`config.mk`:
```
export PLATFORM = sky130hd
export DESIGN_NAME = pc_fetch_unit
export DESIGN_NICKNAME = d
export VERILOG_FILES = /design/src/rtl/pc_pkg.sv /design/src/rtl/next_pc_calc.sv /design/src/rtl/pc_fetch_unit.sv
export SDC_FILE = /design/constraint.sdc
export NUM_CORES = 1
export LEC_CHECK = 0
export CAP_MARGIN = 30
export CORE_MARGIN = 4
export CORE_UTILIZATION = 47
export DETAILED_ROUTE_END_ITERATION = 6
export PLACE_DENSITY = 0.82
export SLEW_MARGIN = 10
export SYNTH_ARGS = -nofsm -noshare
export SYNTH_HDL_FRONTEND = slang
export SYNTH_SLANG_ARGS = --single-unit
export TNS_END_PERCENT = 5
```
`constraint.sdc`:
```
create_clock -name CLK -period 5.57 [get_ports CLK]
set_input_delay 1.114 -clock CLK [delete_from_list [all_inputs] [get_ports CLK]]
set_output_delay 1.114 -clock CLK [all_outputs]
set_load 0.005 [all_outputs]
```
`src/rtl/pc_pkg.sv`:
```
// Shared encodings and helpers for the program-counter fetch stage.
package pc_pkg;

  typedef enum logic [1:0] {
    PC_SEQ = 2'b00,
    PC_BR  = 2'b01,
    PC_J   = 2'b10,
    PC_JR  = 2'b11
  } pcsrc_e;

  typedef enum logic [1:0] {
    ST_BOOT  = 2'b00,
    ST_RUN   = 2'b01,
    ST_HALT  = 2'b10,
    ST_FAULT = 2'b11
  } pc_state_e;

  localparam logic [31:0] DEFAULT_RESET_PC = 32'h0000_0000;

  // Retired-instruction counter sticks at all-ones instead of wrapping.
  function automatic logic [31:0] sat_inc(input logic [31:0] v);
    return (v == '1) ? v : v + 32'd1;
  endfunction

endpackage

```
`src/rtl/next_pc_calc.sv`:
```
// Combinational next-PC selection: sequential, branch, jump, jump-register.
module next_pc_calc
  import pc_pkg::*;
(
  input  logic [31:0] iaddr,
  input  logic [1:0]  pc_src,
  input  logic [15:0] immediate,
  input  logic [25:0] jaddr,
  input  logic [31:0] reg_jr,
  output logic [31:0] pc4,
  output logic [31:0] next_pc
);

  always_comb begin
    pc4     = iaddr + 32'd4;
    next_pc = pc4;
    unique case (pcsrc_e'(pc_src))
      PC_SEQ:  next_pc = pc4;
      PC_BR:   next_pc = pc4 + {{14{immediate[15]}}, immediate, 2'b00};
      PC_J:    next_pc = {pc4[31:28], jaddr, 2'b00};
      PC_JR:   next_pc = reg_jr;
      default: next_pc = pc4;
    endcase
  end

endmodule

```
`src/rtl/pc_fetch_unit.sv`:
```
// PC register and fetch FSM: stall, halt parking, fetch-address trap, retire count.
module pc_fetch_unit
  import pc_pkg::*;
#(
  parameter logic [31:0] RESET_PC  = DEFAULT_RESET_PC,
  parameter int unsigned MEM_BYTES = 128
) (
  input  logic        CLK,
  input  logic        Reset,
  input  logic        PCWre,
  input  logic [1:0]  PCSrc,
  input  logic [15:0] Immediate,
  input  logic [25:0] JAddr,
  input  logic [31:0] RegJR,
  input  logic        Halt,
  output logic [31:0] IAddr,
  output logic        RW,
  output logic [31:0] PC4,
  output logic [31:0] NextPC,
  output logic [31:0] InstCount,
  output logic        Halted,
  output logic        Fault,
  output logic [31:0] FaultAddr
);

  localparam logic [31:0] MAX_FETCH = 32'(MEM_BYTES) - 32'd4;

  pc_state_e   state_q, state_d;
  logic [31:0] iaddr_q, iaddr_d;
  logic [31:0] cnt_q, cnt_d;
  logic [31:0] faddr_q, faddr_d;
  logic        legal;

  next_pc_calc u_next_pc (
    .iaddr     (iaddr_q),
    .pc_src    (PCSrc),
    .immediate (Immediate),
    .jaddr     (JAddr),
    .reg_jr    (RegJR),
    .pc4       (PC4),
    .next_pc   (NextPC)
  );

  assign legal = (NextPC[1:0] == 2'b00) && (NextPC <= MAX_FETCH);

  always_comb begin
    state_d = state_q;
    iaddr_d = iaddr_q;
    cnt_d   = cnt_q;
    faddr_d = faddr_q;
    unique case (state_q)
      ST_BOOT: state_d = ST_RUN;
      ST_RUN: begin
        // Halt wins over an illegal target: the halt instruction itself retires.
        if (PCWre) begin
          if (Halt) begin
            state_d = ST_HALT;
            cnt_d   = sat_inc(cnt_q);
          end else if (!legal) begin
            state_d = ST_FAULT;
            faddr_d = NextPC;
          end else begin
            iaddr_d = NextPC;
            cnt_d   = sat_inc(cnt_q);
          end
        end
      end
      ST_HALT:  state_d = ST_HALT;
      ST_FAULT: state_d = ST_FAULT;
      default:  state_d = ST_BOOT;
    endcase
  end

  always_ff @(posedge CLK or negedge Reset) begin
    if (!Reset) begin
      state_q <= ST_BOOT;
      iaddr_q <= RESET_PC;
      cnt_q   <= '0;
      faddr_q <= '0;
    end else begin
      state_q <= state_d;
      iaddr_q <= iaddr_d;
      cnt_q   <= cnt_d;
      faddr_q <= faddr_d;
    end
  end

  assign IAddr     = iaddr_q;
  assign InstCount = cnt_q;
  assign FaultAddr = faddr_q;
  assign RW        = (state_q == ST_RUN);
  assign Halted    = (state_q == ST_HALT);
  assign Fault     = (state_q == ST_FAULT);

endmodule
```
# == Word level (Yosys, flattened, before mapping) ==
# Index checks and enable logic that the tools add are counted.
# totals
reg_bits,98
in_bits,80
output_inout_bits,163
word_cells,36
# op_classes
add_sub_neg,3
magnitude_cmp,1
n_eq_ne,9
mux,8
n_bitwise,2
n_reduce_logical,9
# op_table
operator,count
$pmux 32 s4,1
$mux 32,3
$add 32x1->32 const B,1
$add 32x3->32 const B,1
$add 32x32->32,1
$eq 32x32->1 const B,1
$le 32x7->1 const B,1
$eq 2x2->1 const B,4
$pmux 2 s4,1
$reduce_and 4->1,2
$logic_not 2->1,3
$mux 2,3
$eq 2x1->1 const B,2
$ne 3x3->1 const B,1
$reduce_and 3->1,1
$ne 2x2->1 const B,1
$not 1->1,2
$reduce_and 2->1,1
$reduce_bool 2->1,1
$logic_and 1x1->1,1

# == Logic depth before layout (Yosys ltp) ==
# Gate-level depths: netlist of run 1.
# logic_depth
depth_word,9
ltp_mapped,20
mapped_depth_nobuf,18

# == Modules after synthesis ==
# From an unflattened synthesis of run 1, not the netlist that was laid out.
# unflattened
hier_cells,680
hier_area_um2,7018.0
# modules_own_cells
module,instances,cells_per_inst,area_each_um2,seq_area_each_um2
pc_fetch_unit,1,323,4179.0,2452.4
next_pc_calc,1,357,2839.0,0.0

# == Worst setup path after synthesis of run 1 ==
# Ideal clock, no wire load.
# synth_timing
path_kind,flip-flop to flip-flop
from,"reg iaddr_q[14], in the netlist IAddr[14]"
to,"reg iaddr_q[4], in the netlist IAddr[4]"
setup_ns,0.128
arrival_time_ns,5.011
path_slack_ns,0.431
path_stages_with_launch,19
n_path_buf,3
cell_sequence,dfrtp_1 clkbuf_1 and3_1 nand4_1 o31a_1 or2_2 ha_1 clkbuf_1 and4_1 nand4_1 o21ai_0 mux2_2 and3_1 o21ba_2 or4b_1 or3_4 nor3_4 buf_6 mux2_1
# synth_between
elab_chain_cells,6
# synth_rtl
element,line,source
start: declaration,pc_fetch_unit.sv:29,"logic [31:0] iaddr_q, iaddr_d;"
start signal: assignment,pc_fetch_unit.sv:82,iaddr_q <= iaddr_d;
$add 32x3->32,next_pc_calc.sv:15,pc4 = iaddr + 32'd4;
via PC4[24],pc_fetch_unit.sv:18,"output logic [31:0] PC4,"
$add 32x32->32,next_pc_calc.sv:19,"PC_BR: next_pc = pc4 + {{14{immediate[15]}}, immediate, 2'b00};"
$pmux 32 s4,next_pc_calc.sv:17,unique case (pcsrc_e'(pc_src))
via NextPC[27],pc_fetch_unit.sv:19,"output logic [31:0] NextPC,"
$le 32x7->1,pc_fetch_unit.sv:44,assign legal = (NextPC[1:0] == 2'b00) && (NextPC <= MAX_FETCH);
$logic_and 1x1->1,pc_fetch_unit.sv:44,
$reduce_and 4->1 (no line),-,
# The timed path passes the listed nets, and every way through them passes these cells.
# A chain may end at the register's enable or synchronous reset.

# == Worst setup path in the final report of run 1 ==
# layout_timing
from,"reg iaddr_q[3], in the netlist IAddr[3]"
to,out NextPC[21]
# layout_between
elab_chain_cells,3
# layout_rtl
element,line
$add 32x3->32 (*),next_pc_calc.sv:15
$add 32x32->32,next_pc_calc.sv:19
$pmux 32 s4 (*),next_pc_calc.sv:17
end: declaration,pc_fetch_unit.sv:19
# Every way passes the cells marked *; elsewhere a longest branch is shown, timed or not.

==> results of run 1 <==
[cells in the mapped netlist (all sizes together) (3+ instances only)]
master	instances	area share
a31oi	6	0.0051
mux2i	11	0.015
nor2	30	0.015
a41oi	3	0.0036
o22ai	7	0.0059
nor3	20	0.015
xor2	20	0.024
nor4	8	0.0088
o41ai	3	0.0036
and2	23	0.020
a211oi	4	0.0048
nand2	66	0.034
xnor2	50	0.059
o21a	8	0.0082
clkbuf	33	0.017
nand3	36	0.024
o21ai	36	0.024
or3	9	0.0083
ha	31	0.053
inv	19	0.0097
dfrtp	98	0.33
o31a	6	0.0071
mux4	8	0.024
o211ai	5	0.0051
or2	6	0.0051
a21o	6	0.0061
and4	9	0.011
nand4	40	0.035
nand2b	6	0.0051
o21bai	4	0.0041
and3	25	0.021
mux2	45	0.069
a21oi	48	0.034
buf	12	0.010
nor2b	31	0.026
a21boi	3	0.0031
[final timing paths]
check	startpoint	to	slack (ns)
setup / recovery	IAddr[3]	NextPC[21]	0.005
hold / removal	InstCount[26]	InstCount[26]	0.49
setup reg to reg	IAddr[3]	IAddr[3]	0.10
hold reg to reg	InstCount[26]	InstCount[26]	0.49
max in group asynchronous	Reset	IAddr[10]	3.66
min in group asynchronous	Reset	InstCount[22]	0.75
[metrics by stage]
step	hold WS (ns)	setup WS (ns)	setup TNS (ns)	power, mW	util
5_1_grt	0.515	-0.141	-1.08	1.91	0.763
6_report	0.493	0.00466	0	1.84	0.763
3_5_place_dp	0.478	-0.0469	-0.0498	1.21	0.714
4_1_cts	0.493	0.00231	0	1.84	0.738
3_3_place_gp	0.475	-0.0141	-0.0141	1.20	0.714
2_1_floorplan	0.473	0.431	0	0.924	-
[metal layers]
metal	vias up	track usage	part of all wire
li1	3688	-	-
met1	3955	0.485	0.43
met2	472	0.524	0.46
met3	46	0.0668	0.098
met4	0	0.0583	0.016
met5	-	0	0
[layout make-up]
| cell class | instances | area, µm² | area share |
|---|---|---|---|
| repair buffers | 386 | 3590 | 0.308 |
| well taps | 211 | 264 | 0.0227 |
| inverters | 20 | 75.1 | 0.00645 |
| clock buffers | 9 | 225 | 0.0193 |
| multi-input cells | 646 | 4960 | 0.426 |
| flip-flops and latches | 98 | 2460 | 0.212 |
| clock inverters | 7 | 72.6 | 0.00623 |
[flip-flops by register name, indices dropped and copies added, names as in the netlist]
name,flops
IAddr,32
FaultAddr,32
state_q,2
InstCount,32
[cells in the final DEF, fill, tap and decap left out, types with 5 or more instances in the layout]
master | Yosys | final
mux2i_1 | 11 | 11
dfrtp_2 | 0 | 9
o31a_1 | 6 | 6
o21a_1 | 8 | 8
nand3_1 | 36 | 35
or3_1 | 8 | 8
xnor2_1 | 50 | 43
mux2_2 | 42 | 42
nor2_1 | 30 | 30
a21oi_2 | 2 | 10
nor2b_1 | 31 | 31
o21ai_0 | 35 | 29
xor2_1 | 20 | 16
nand2b_1 | 6 | 6
clkdlybuf4s50_1 | 0 | 239
inv_1 | 19 | 18
o22ai_1 | 7 | 6
nand4_1 | 39 | 39
clkbuf_16 | 0 | 9
mux4_2 | 8 | 8
buf_4 | 5 | 138
buf_12 | 0 | 7
and2_1 | 23 | 21
and3_1 | 25 | 24
nor4_1 | 7 | 5
xnor2_2 | 0 | 6
and4_1 | 9 | 8
ha_4 | 0 | 5
a21o_1 | 6 | 6
o211ai_1 | 5 | 5
ha_1 | 31 | 26
nand2_1 | 66 | 66
a21oi_1 | 46 | 38
nor3_1 | 19 | 15
dfrtp_1 | 98 | 89
[cells by family (layout without fill, tap and decap cells)]
group,count (synthesis),count (layout),synth area share
adder cells (fa/ha/maj),32,32,0.0554
AND/OR/NAND/NOR,314,314,0.235
XOR/XNOR,70,70,0.0832
flip-flops,98,98,0.333
AO/OA/AOI/OAI,166,166,0.148
multiplexers,64,64,0.108
buffers and inverters,65,422,0.0374
[timing repair]
action	in CTS	in global routing
gates resized for setup	15	54
endpoints found under the setup margin	8	79
pin swaps	1	12
setup buffers	1	15
[where the power goes]
group	internal [mW]	switching [mW]	leakage, nW
registers	0.741	0.0190	1.31
logic	0.251	0.200	3.76
clock network	0.317	0.316	0.143
total	1.31	0.535	5.21
==> impl_metrics.toml, run 1 <==
[outcome]
status = "completed"

[worst_setup_path]
cp_top_family = "buffers and inverters"
max_stage_delay_ns = 0.49
path_buf_inv = 5
crit_cells = 17
end_kind = "output port"
crit_required_ns = 4.46
reg2reg_depth = 22
path_max_fanout = 6
worstPathArrival_ns = 4.45
path_cells = "ha_4 > nand4_1 > nor3_2 > buf_4 > nand2_1 > xnor2_1 > buf_4 > ha_1 > a21oi_1 > buf_4 > o21a_1 > o221ai_1 > or2_1 > xor2_1 > mux4_2 > buf_4 > clkdlybuf4s50_1"
cpMaxStageDelayCell = "mux4_2"
path_common_cell = "buf_4"
critPathLaunchType = "flop"
crit_type = "reg2out"

[die]
rows = 45
core-area_mm2 = 0.0153
dieWidth_um = 133
io_pins = 243
start_util = 0.483
die_y_um = 133
die_area_mm2 = 0.0177

[clock_network]
cts_buffer_depth = 2
path_clk_slew_ns = 0.08
cts.sinks = 98
cts_hold_buf = 0
cts_tree = "yes"
htreeDepth = 3
cts-buffers-inserted = 9
insertion_delay_ns = 0.37
cts_root_buffer = "clkbuf_16"

[logic_synthesis]
synth.distinct_cells = 77
syn_area_mm2 = 0.00737
ys_seq_area_frac = 0.333
synth_fp_nets = 921
synth_edf_count = 0
avgSynthCellArea_um2 = 9.11
synth_top_flop_cell = "dfrtp_1"
syn_inst = 809
ys_ff_latch = 98
async_reset_ff_frac = 1.00
ys_warn_count = 0

[detailed_routing]
drt-total-wl_mm = 30.9
dr.pass1.iters = 5
initialDrtViolationCount = 622
num_vias = 8161
drcViolationCount = 0
final_antenna_net_count = 0
wl_per_cell_um = 22.5
via_per_inst = 5.93

[timing]
period_share = 0.999
setup_violations = 0
slew_headroom = 0.396
finalHoldViolations = 0
fin_crit_ns = 5.57
worst_slew_pin_slew_ns = 0.902
rsz0062_at_grt = "true"
report.final.slew_viol_count = 0
skew_ns = 0.0163
fmax_mhz = 180

[min_path]
min_path_type = "reg2reg"
min_path_cells = 1

[grt]
grt_usage = 0.333
antenna_found_initial = 0
grt_pass1_vias = 7876
overflow = 0
grt_pass1_wl_mm = 46.3
grt_max_degree = 53

[final_layout]
drive_above_1_share = 0.247
n_antenna_cell = 0
layout.nets = 1273
fin_cells = 1377
syn2layout_area_growth_pct = 58.1
fill_cells = 1057
design_area_mm2 = 0.0116

[place]
gp_congestion = 1.05
place_inst = 1345
dpl_cell_area_mm2 = 0.0109
dpl.hpwl_mm = 24.0
port_buffers = 242

[flow_run]
maxCapViolCount = 0

[power]
peakVddDrop_mv = 0.171
p_leak_nw = 5.21
powerDensity_mw_per_mm2 = 158
(Power assumes the default switching activity.)
==> inputs of run 2 (changes only) <==
--- a/config.mk
+++ b/config.mk
@@ -7,9 +7,9 @@
 export LEC_CHECK = 0
 export CAP_MARGIN = 30
 export CORE_MARGIN = 4
-export CORE_UTILIZATION = 47
+export CORE_UTILIZATION = 43
 export DETAILED_ROUTE_END_ITERATION = 6
-export PLACE_DENSITY = 0.82
+export PLACE_DENSITY = 0.79
 export SLEW_MARGIN = 10
 export SYNTH_ARGS = -nofsm -noshare
 export SYNTH_HDL_FRONTEND = slang
==> constraint.sdc (replaced) <==
create_clock -name CLK -period 5 [get_ports CLK]
set_input_delay 1 -clock CLK [delete_from_list [all_inputs] [get_ports CLK]]
set_output_delay 1 -clock CLK [all_outputs]
set_load 0.005 [all_outputs]
==> run 2 against run 1 <==
  * Power rose by 15%
  * Largest power group unchanged
  * Worst setup slack worse by 0.17 ns
  * Via count grew 8.5%
  * Sequential cell count unchanged
  * Core utilization up 1.9 points
  * Critical path depth shrank 1
  * Clock power grew 14%
  * Sequential power rose by 11%
  * The run now ends with negative setup slack left
  * Largest cell class unchanged
  * Sequential share of layout area fell by 2.4 points
==> impl_metrics.toml, run 2 (synthesis gave the netlist of run 1 again) <==
[detailed_routing]
via_per_inst = 5.85
final_antenna_net_count = 0
drt-total-wl_mm = 34.0
initialDrtViolationCount = 752
met2_length_mm = 15.9
dr.pass1.iters = 5
top_layer = "met4"
dr_wl_met3_mm = 3.04
num_vias = 8856
wl_per_cell_um = 22.4
drcViolationCount = 0
drt-met1-wl_mm = 14.2

[grt]
grt_max_degree = 62
grt_pass1_vias = 8625
grt_pass1_wl_mm = 49.8
overflow = 0
grt_usage = 0.324
antenna_found_initial = 0

[final_layout]
fin_cells = 1515
layout.nets = 1402
final_common_cell = "buf_4"
design_area_mm2 = 0.0131
final_cell_mix = "buf_4 (262), clkdlybuf4s50_1 (235), dfrtp_1 (95)"
syn2layout_area_growth_pct = 77.3
n_antenna_cell = 0
drive_above_1_share = 0.364

[timing]
worst_slew_pin_slew_ns = 0.782
skew_ns = 0.0117
report.final.slew_viol_count = 0
setup_ws_ns = -0.161
period_share = 1.03
tns_ns = -3.67
fmax_mhz = 194
setup_violations = 49
finalHoldViolations = 0
slew_headroom = 0.479
rsz0062_at_grt = "true"
fin_crit_ns = 5.16

[worst_setup_path]
path_common_cell = "buf_4"
crit_required_ns = 4.00
path_max_fanout = 6
end_kind = "output port"
crit_type = "reg2out"
worstPathArrival_ns = 4.16
path_cells = "nand4_1 > buf_4 > nor4_4 > buf_6 > xor2_1 > buf_4 > ha_2 > a21oi_1 > o21ai_1 > o2111ai_1 > nand3_2 > a21oi_2 > mux2i_1 > nor3_2 > buf_4 > clkdlybuf4s50_1"
cpMaxStageDelayCell = "clkdlybuf4s50_1"
critPathLaunchType = "flop"
max_stage_delay_ns = 0.49

[die]
die_area_mm2 = 0.0193
start_util = 0.441
io_pins = 243
die_y_um = 139
core-area_mm2 = 0.0167
dieWidth_um = 139
rows = 47

[power]
powerDensity_mw_per_mm2 = 163
peakVddDrop_mv = 0.182
power_mw = 2.12
p_leak_nw = 6.02

[clock_network]
cts_root_buffer = "clkbuf_16"
cts-buffers-inserted = 9
cts_hold_buf = 0
cts.sinks = 98
cts_tree = "yes"
path_clk_slew_ns = 0.08
insertion_delay_ns = 0.36
cts_buffer_depth = 2
htreeDepth = 3

[place]
pre_cts_ws_ns = -0.389
port_buffers = 242
gp_congestion = 1.03
dpl_cell_area_mm2 = 0.0117
dpl.hpwl_mm = 25.6
place_inst = 1468

[outcome]
status = "finished with violations"
violations = "negative setup slack"

[min_path]
min_path_type = "reg2reg"

[flow_run]
maxCapViolCount = 0
-- run 2: metal layers --
layer,global-route usage,vias to the layer above
met5,0,-
met4,0.0757,0
met3,0.0648,61
met2,0.523,480
met1,0.452,4370
li1,-,3945
-- run 2: worst max-delay path: cells and delay by family, from the launching register on --
kind | cells | cell delay (ns)
xor+xnor | 1 | 0.18
fa+ha+maj | 1 | 0.31
compound gates | 4 | 0.95
buf+inv | 5 | 1.17
mux | 1 | 0.10
simple gates | 4 | 0.71
flops | 1 | 0.38
-- run 2: cell type report --
class                      instances  area, µm²
multi-input combinational        646       5380
fill                            1149       3640
inverter                          20       75.1
tap                              220        275
clock inverter                     7       78.8
clock buffer                       9        225
sequential                        98       2460
timing repair buffer             515       4570
-- run 2: final timing paths --
kind / cells after the start / from / end / slack [ns]
worst min register to register: 1 / InstCount[11] / InstCount[11] / 0.50
max in group asynchronous: 2 / Reset / IAddr[21] / 3.18
worst min-delay path: 1 / InstCount[11] / InstCount[11] / 0.50
min in group asynchronous: 1 / Reset / IAddr[4] / 0.62
worst max-delay path: 16 / IAddr[7] / NextPC[28] / -0.16
worst max register to register: 20 / IAddr[7] / FaultAddr[3] / -0.11
-- run 2: repair_timing --
item                                    4_1_cts  5_1_grt
cloned                                        0        2
pin swaps                                    16       42
endpoints found under the setup margin      116      119
buffers inserted                              7       24
resized for setup                            67       94
-- run 2: power breakdown --
group	switching, mW	internal [mW]	total (mW)	leakage [nW]
registers	0.0205	0.825	0.845	1.32
logic	0.246	0.313	0.559	4.55
clock network	0.364	0.356	0.719	0.148
total	0.630	1.49	2.12	6.02
-- run 2: per-stage QoR --
stage	hold slack [ns]	utilization
after floorplan	0.473	-
after global placement	0.478	0.702
after detailed placement	0.484	0.702
after CTS	0.495	0.741
after global routing	0.514	0.782
final	0.496	0.782
